### config.mk
export PLATFORM = sky130hd
export DESIGN_NAME = incrementer_counter
export DESIGN_NICKNAME = d
export VERILOG_FILES = /design/src/rtl/incrementer_counter.sv
export SDC_FILE = /design/constraint.sdc
export NUM_CORES = 1
export LEC_CHECK = 0
export CORE_AREA = 2 2 39 41
export CTS_CLUSTER_SIZE = 14
export DETAILED_ROUTE_END_ITERATION = 7
export DIE_AREA = 0 0 41 43
export PLACE_DENSITY = 0.68
export SLEW_MARGIN = 20
export SYNTH_ARGS = -nofsm -noshare
export SYNTH_HDL_FRONTEND = slang
export SYNTH_SLANG_ARGS = --single-unit
export TNS_END_PERCENT = 100
### constraint.sdc
create_clock -name clk -period 1.4 [get_ports clk]
set_input_delay 0.35 -clock clk [delete_from_list [all_inputs] [get_ports clk]]
set_output_delay 0.35 -clock clk [all_outputs]
set_load 0.05 [all_outputs]
### src/rtl/incrementer_counter.sv
`default_nettype none
// ============================================================================
// Module      : incrementer_counter
// Description : Registered up-counter with parallel load, synchronous clear,
//               wrap/saturate at MAX_VAL and overflow pulse / sticky flag.
// Revision    : 1.0 - initial release
// ============================================================================
module incrementer_counter #(
    parameter int WIDTH    = 4,
    parameter int MAX_VAL  = 2**WIDTH - 1,
    parameter bit SATURATE = 1'b0
) (
    input  logic             clk,
    input  logic             rst,
    input  logic             clr,
    input  logic             load,
    input  logic [WIDTH-1:0] load_val,
    input  logic             en,
    output logic [WIDTH-1:0] count,
    output logic             at_max,
    output logic             overflow,
    output logic             ovf_sticky
);

    localparam logic [WIDTH-1:0] c_max = WIDTH'(MAX_VAL);

    logic [WIDTH-1:0] r_count;
    logic             r_overflow;
    logic             r_ovf_sticky;

    logic [WIDTH:0]   w_inc;
    logic             w_ovf_hit;
    logic [WIDTH-1:0] w_load_clamped;
    logic [WIDTH-1:0] w_terminal_next;

    // The carry bit is kept so the terminal test also covers MAX_VAL = 2**WIDTH-1.
    assign w_inc          = {1'b0, r_count} + {{WIDTH{1'b0}}, 1'b1};
    assign w_ovf_hit      = (w_inc > {1'b0, c_max});
    assign w_load_clamped = (load_val > c_max) ? c_max : load_val;

    generate
        if (SATURATE) begin : g_saturate
            assign w_terminal_next = c_max;
        end else begin : g_wrap
            assign w_terminal_next = '0;
        end
    endgenerate

    always_ff @(posedge clk) begin
        if (rst || clr) begin
            r_count      <= '0;
            r_overflow   <= 1'b0;
            r_ovf_sticky <= 1'b0;
        end else if (load) begin
            r_count    <= w_load_clamped;
            r_overflow <= 1'b0;
        end else if (en) begin
            if (w_ovf_hit) begin
                r_count      <= w_terminal_next;
                r_overflow   <= 1'b1;
                r_ovf_sticky <= 1'b1;
            end else begin
                r_count    <= w_inc[WIDTH-1:0];
                r_overflow <= 1'b0;
            end
        end else begin
            r_overflow <= 1'b0;
        end
    end

    assign count      = r_count;
    assign at_max     = (r_count == c_max);
    assign overflow   = r_overflow;
    assign ovf_sticky = r_ovf_sticky;

endmodule
`default_nettype wire

**Word-level counts from Yosys, hierarchy flattened**

Index checks and enable logic that the tools add are counted.

- Flip-flop bits (word level): 6
- Word-level logic and storage cells: 18
- Input bits: 9
- Output and inout bits: 7

- Reduce and logical (&&, ||, !) cells: 4
- Magnitude comparators: 2
- Bitwise logic cells: 2
- $add $sub $neg: 1
- Equal/unequal tests: 1
- Multiplexer cells: 5

Operator list:

| cell | number |
|---|---|
| two-way mux 4 bit | 4 |
| adder 4 x 1 -> 5 bit, second input constant | 1 |
| greater-than comparator 5 x 4 -> 1 bit, second input constant | 1 |
| equality test 4 bit, second input constant | 1 |
| greater-than comparator 4 bit, second input constant | 1 |
| AND reduction 3 bit | 1 |
| OR reduction 3 bit | 1 |
| inverter 1 bit | 2 |
| nonzero test 2 bit | 1 |
| logical OR 1 bit | 1 |
| two-way mux 1 bit | 1 |

**Logic depth before layout (Yosys ltp)**

- Word-level depth: 5
- Depth in mapped cells: 6
- Depth with buffers taken out: 6

**Least setup slack after synthesis**

OpenSTA, ideal clock, no wires.

- Kind: reg2reg
- From: reg r_count[0] (netlist: count[0])
- To: reg r_ovf_sticky (netlist: ovf_sticky)
- Data arrival time: 1.829 ns
- Library setup time: 0.114 ns
- Cell stages (with the launch flop): 7
- Setup slack: -0.543 ns
- Path buffers: 0
- Data required time: 1.286 ns
- Clock period less this slack: 1.943 ns
- Cells stage by stage: dfxtp_1 -> inv_1 -> ha_1 -> nor3_2 -> maj3_2 -> and4_4 -> a21o_1

- Word-level cells in the longest chain between the ends: 3

Ends and longest elaborated chain:

| element | line | text |
|---|---|---|
| start: declaration | 27 | `logic [WIDTH-1:0] r_count;` |
| start signal: assignment | 55 | `r_count <= w_load_clamped;` |
| start signal: assignment | 59 | `r_count <= w_terminal_next;` |
| start signal: assignment | 63 | `r_count <= w_inc[WIDTH-1:0];` |
| adder 4 x 1 -> 5 bit | 37 | `assign w_inc = {1'b0, r_count} + {{WIDTH{1'b0}}, 1'b1};` |
| greater-than comparator 5 x 4 -> 1 bit | 38 | `assign w_ovf_hit = (w_inc > {1'b0, c_max});` |
| AND reduction 3 bit (no line) | - |  |
| end signal: assignment | 53 | `r_ovf_sticky <= 1'b0;` |
| end signal: assignment | 61 | `r_ovf_sticky <= 1'b1;` |
| end: declaration | 29 | `logic r_ovf_sticky;` |

No other way between the ends.
A chain may end at the register's enable or synchronous reset.

**Worst setup path after layout**

Ends and elaborated chain as after synthesis.

==> reports/summary.txt <==
Hold Startpoint: ovf_sticky
Placed cells: 79
PnR Total Power: 0.4856 mW
Synthesis-to-finish area growth: 112.8%
Violated checks: negative setup slack
Post-Syn Area: 371.6 um2
Slew Limit Headroom: 0.8436
Antenna Nets Post-Route: 0
Status: complete, but fails checks
Vias per cell: 4.721
Starting Density: 0.2685
Worst Path Required: 1.53 ns
Final wirelength: 1065 um
Routability cong.: 0.7472
CP top delay family: adder cells
# Max-Cap Violations: 0
Clk_lat worst skew: 0.24 ns
Fmax: 0.6804 GHz
Nets@finish: 82
Multiplexer area fraction after synthesis: 0
Dpl ws: -0.2091 ns
Clk pwr share: 0.348
Sinks on Clock Net: 6
Synth Area in Compound Gates: 0.2054
Initial antenna violation count: 0
DRC Markers: 0
DR WL/cell: 12.38 um
Num CTS Buffers: 3
Layout cells sized above 1: 0.5571
IO buf count: 15
Main combinational cell family by area after synthesis: simple AND/OR/NAND/NOR gates
P_sw: 0.1258 mW
Worst-path cell with the longest stage delay: dfxtp_4
Switching Share: 0.2590
Crit. End Element: register
Cell variety after synth: 24
Worst Hold Class: reg -> reg
CTS tree: built
Die ar.: 1763 um2
VDD IR max: 0.0004250 V
Cell Int Power: 0.3598 mW
RSZ-0062 raised after global routing: true
CP max stage delay: 0.37 ns
Gr usage total: 0.1539
Maximum clock path buffer count: 2
Mean Syn Cell Area: 9.290 um2
Synth warn: 0
Overflow after GRT: 0
WP data arrival: 1.60 ns
Row cnt: 14
Reg power frac: 0.382
Num ports: 16
Critical-path maximum fanout: 3
Worst setup SP type: register
Final setup viols: 2
First-pass GRT wire length: 1828 um
Setup CP Type: reg -> reg
Worst Slack Setup Final: -0.06970 ns
Overall die height: 43 um
Final min period: 1.470 ns
Post-synthesis sequential area ratio: 0.3232
Initial DRT Pass Iterations: 3
Simple logic cell fraction of the synthesized area: 0.2862
Post-Syn Instances: 40
DP HPWL: 810.2 um
Crit path cell chain: inv_4 -> ha_4 -> nor3_4 -> maj3_2 -> and4_4 -> a21o_1
Post-synthesis net count: 51
Commonest non-fill, non-tap cells in the layout: buf_4 (12), clkdlybuf4s50_1 (7), buf_12 (7)
Core ar.: 1384 um2
Power density over the cells: 614.1 nW/um2
Slew of the pin with the lowest slew margin: 0.2340 ns
Final hold vios: 0
Post-Synth Adder-Cell Area: 0.09764
CTS H-tree lvls: 1
Most common cell after layout, fill and taps aside: buf_4
Iteration-0 DRC Markers: 5
Vias in the first global route: 435
XOR/XNOR Fraction of Synth Area: 0.04714
Clk pin slew, worst setup/hold paths: 0.05 ns
R2r endpoint: ovf_sticky
Vias: 406
Flops & latches, synth: 6
Min-Delay Path Depth: 1
Hold Path Sink: ovf_sticky
Final Max Slew Viols: 0
# diodes: 0
Buf+Inv Stages, Crit Path: 1
Final Cycle Share: 1.050
Width of the die: 41 um
Leakage power total: 0.3189 nW
Layout Skew: 0.003767 ns
CTS root buf: clkbuf_4
R2R Setup Slk: -0.07 ns
Worst R2R Path Depth: 6
Crit Reg-Reg Startpoint: count[0]
Gate power share: 0.270
Largest net degree at the start of global routing: 8
Post-Layout Cell Count: 86
[power by group through the flow]
stage	clock network (mW)	registers, mW	logic (mW)
2_1_floorplan	0	0.200	0.0365
3_3_place_gp	0	0.186	0.120
3_5_place_dp	0	0.186	0.123
4_1_cts	0.178	0.185	0.128
5_1_grt	0.187	0.186	0.141
6_report	0.169	0.185	0.131
[per-stage QoR]
| stage | setup TNS [ns] | util | hold slack (ns) | cell area (um2) |
|---|---|---|---|---|
| after floorplan | -0.1701 | - | 0.4116 | 400.4 |
| after global placement | -0.4530 | 0.5063 | 0.5072 | 700.7 |
| after detailed placement | -0.5990 | 0.5063 | 0.5206 | 700.7 |
| after CTS | -0.1395 | 0.5651 | 0.5307 | 782.0 |
| after global routing | -0.2437 | 0.5714 | 0.5452 | 790.8 |
| final | -0.1378 | 0.5714 | 0.5237 | 790.8 |
[worst max-delay path by stage]
stage | from | endpoint | slack [ns] | cells past startpoint
global route | count[0] | ovf_sticky | -0.11 | 6
detailed placement | load | count[3] | -0.21 | 5
finish | count[0] | ovf_sticky | -0.07 | 6
CTS | count[1] | at_max | -0.07 | 4
global placement | load | count[3] | -0.16 | 5
floorplan | count[0] | ovf_sticky | -0.13 | 6
[area by class of cell]
cell class	count	area, um2
multi-input cells	31	287.8
flip-flops and latches	6	130.1
repair buffers	27	312.8
inverters	2	13.76
well taps	16	20.02
clock buffers	4	26.28
fillers	119	593.1
[state kept, by name, summed over array words and instances, names as in the netlist]
name,flops
count,4
overflow,1
ovf_sticky,1
[worst register-to-register path, cell delays in order, from the launching register on]
cell and delay (ns):
dfxtp_4 0.37, inv_4 0.05, ha_4 0.27, nor3_4 0.04
maj3_2 0.29, and4_4 0.20, a21o_1 0.14
[Yosys cell counts]
cell | n | share of area
and4_4 | 1 | 0.030
nand3_1 | 3 | 0.040
o31a_1 | 1 | 0.024
nand2b_1 | 1 | 0.017
nand2_1 | 1 | 0.010
and2_1 | 1 | 0.017
a21o_1 | 1 | 0.020
o211a_1 | 1 | 0.027
nor2b_2 | 2 | 0.047
maj3_2 | 1 | 0.030
nor3_2 | 2 | 0.054
nor3b_1 | 3 | 0.061
nor2_1 | 1 | 0.010
a211o_1 | 1 | 0.024
a21oi_1 | 3 | 0.040
a21o_2 | 1 | 0.024
dfxtp_1 | 6 | 0.32
o21ai_0 | 2 | 0.027
xor2_1 | 1 | 0.024
xnor2_1 | 1 | 0.024
buf_4 | 1 | 0.020
ha_1 | 2 | 0.067
inv_1 | 2 | 0.020
a21boi_1 | 1 | 0.020
[metal layers]
layer  share of wire  up-vias  GRT usage
li1                -      204          -
met1            0.40      186     0.1715
met2            0.54       13     0.2656
met3           0.042        3    0.03141
met4           0.013        0    0.06000
met5               0        -          0
[cell families after synthesis]
kind of cell,count (synthesis)
AND/OR/NAND/NOR,15
AO/OA/AOI/OAI,11
flip-flops,6
buffers and inverters,3
adder cells (fa/ha/maj),3
XOR/XNOR,2
[what timing repair did]
action,in CTS,in global routing
buffers inserted,3,0
pin swaps,2,0
hold endpoints to repair,0,0
gates resized for setup,5,3
hold buffers,0,0
endpoints found under the setup margin,2,6
Power figures use the tool's default switching activity.
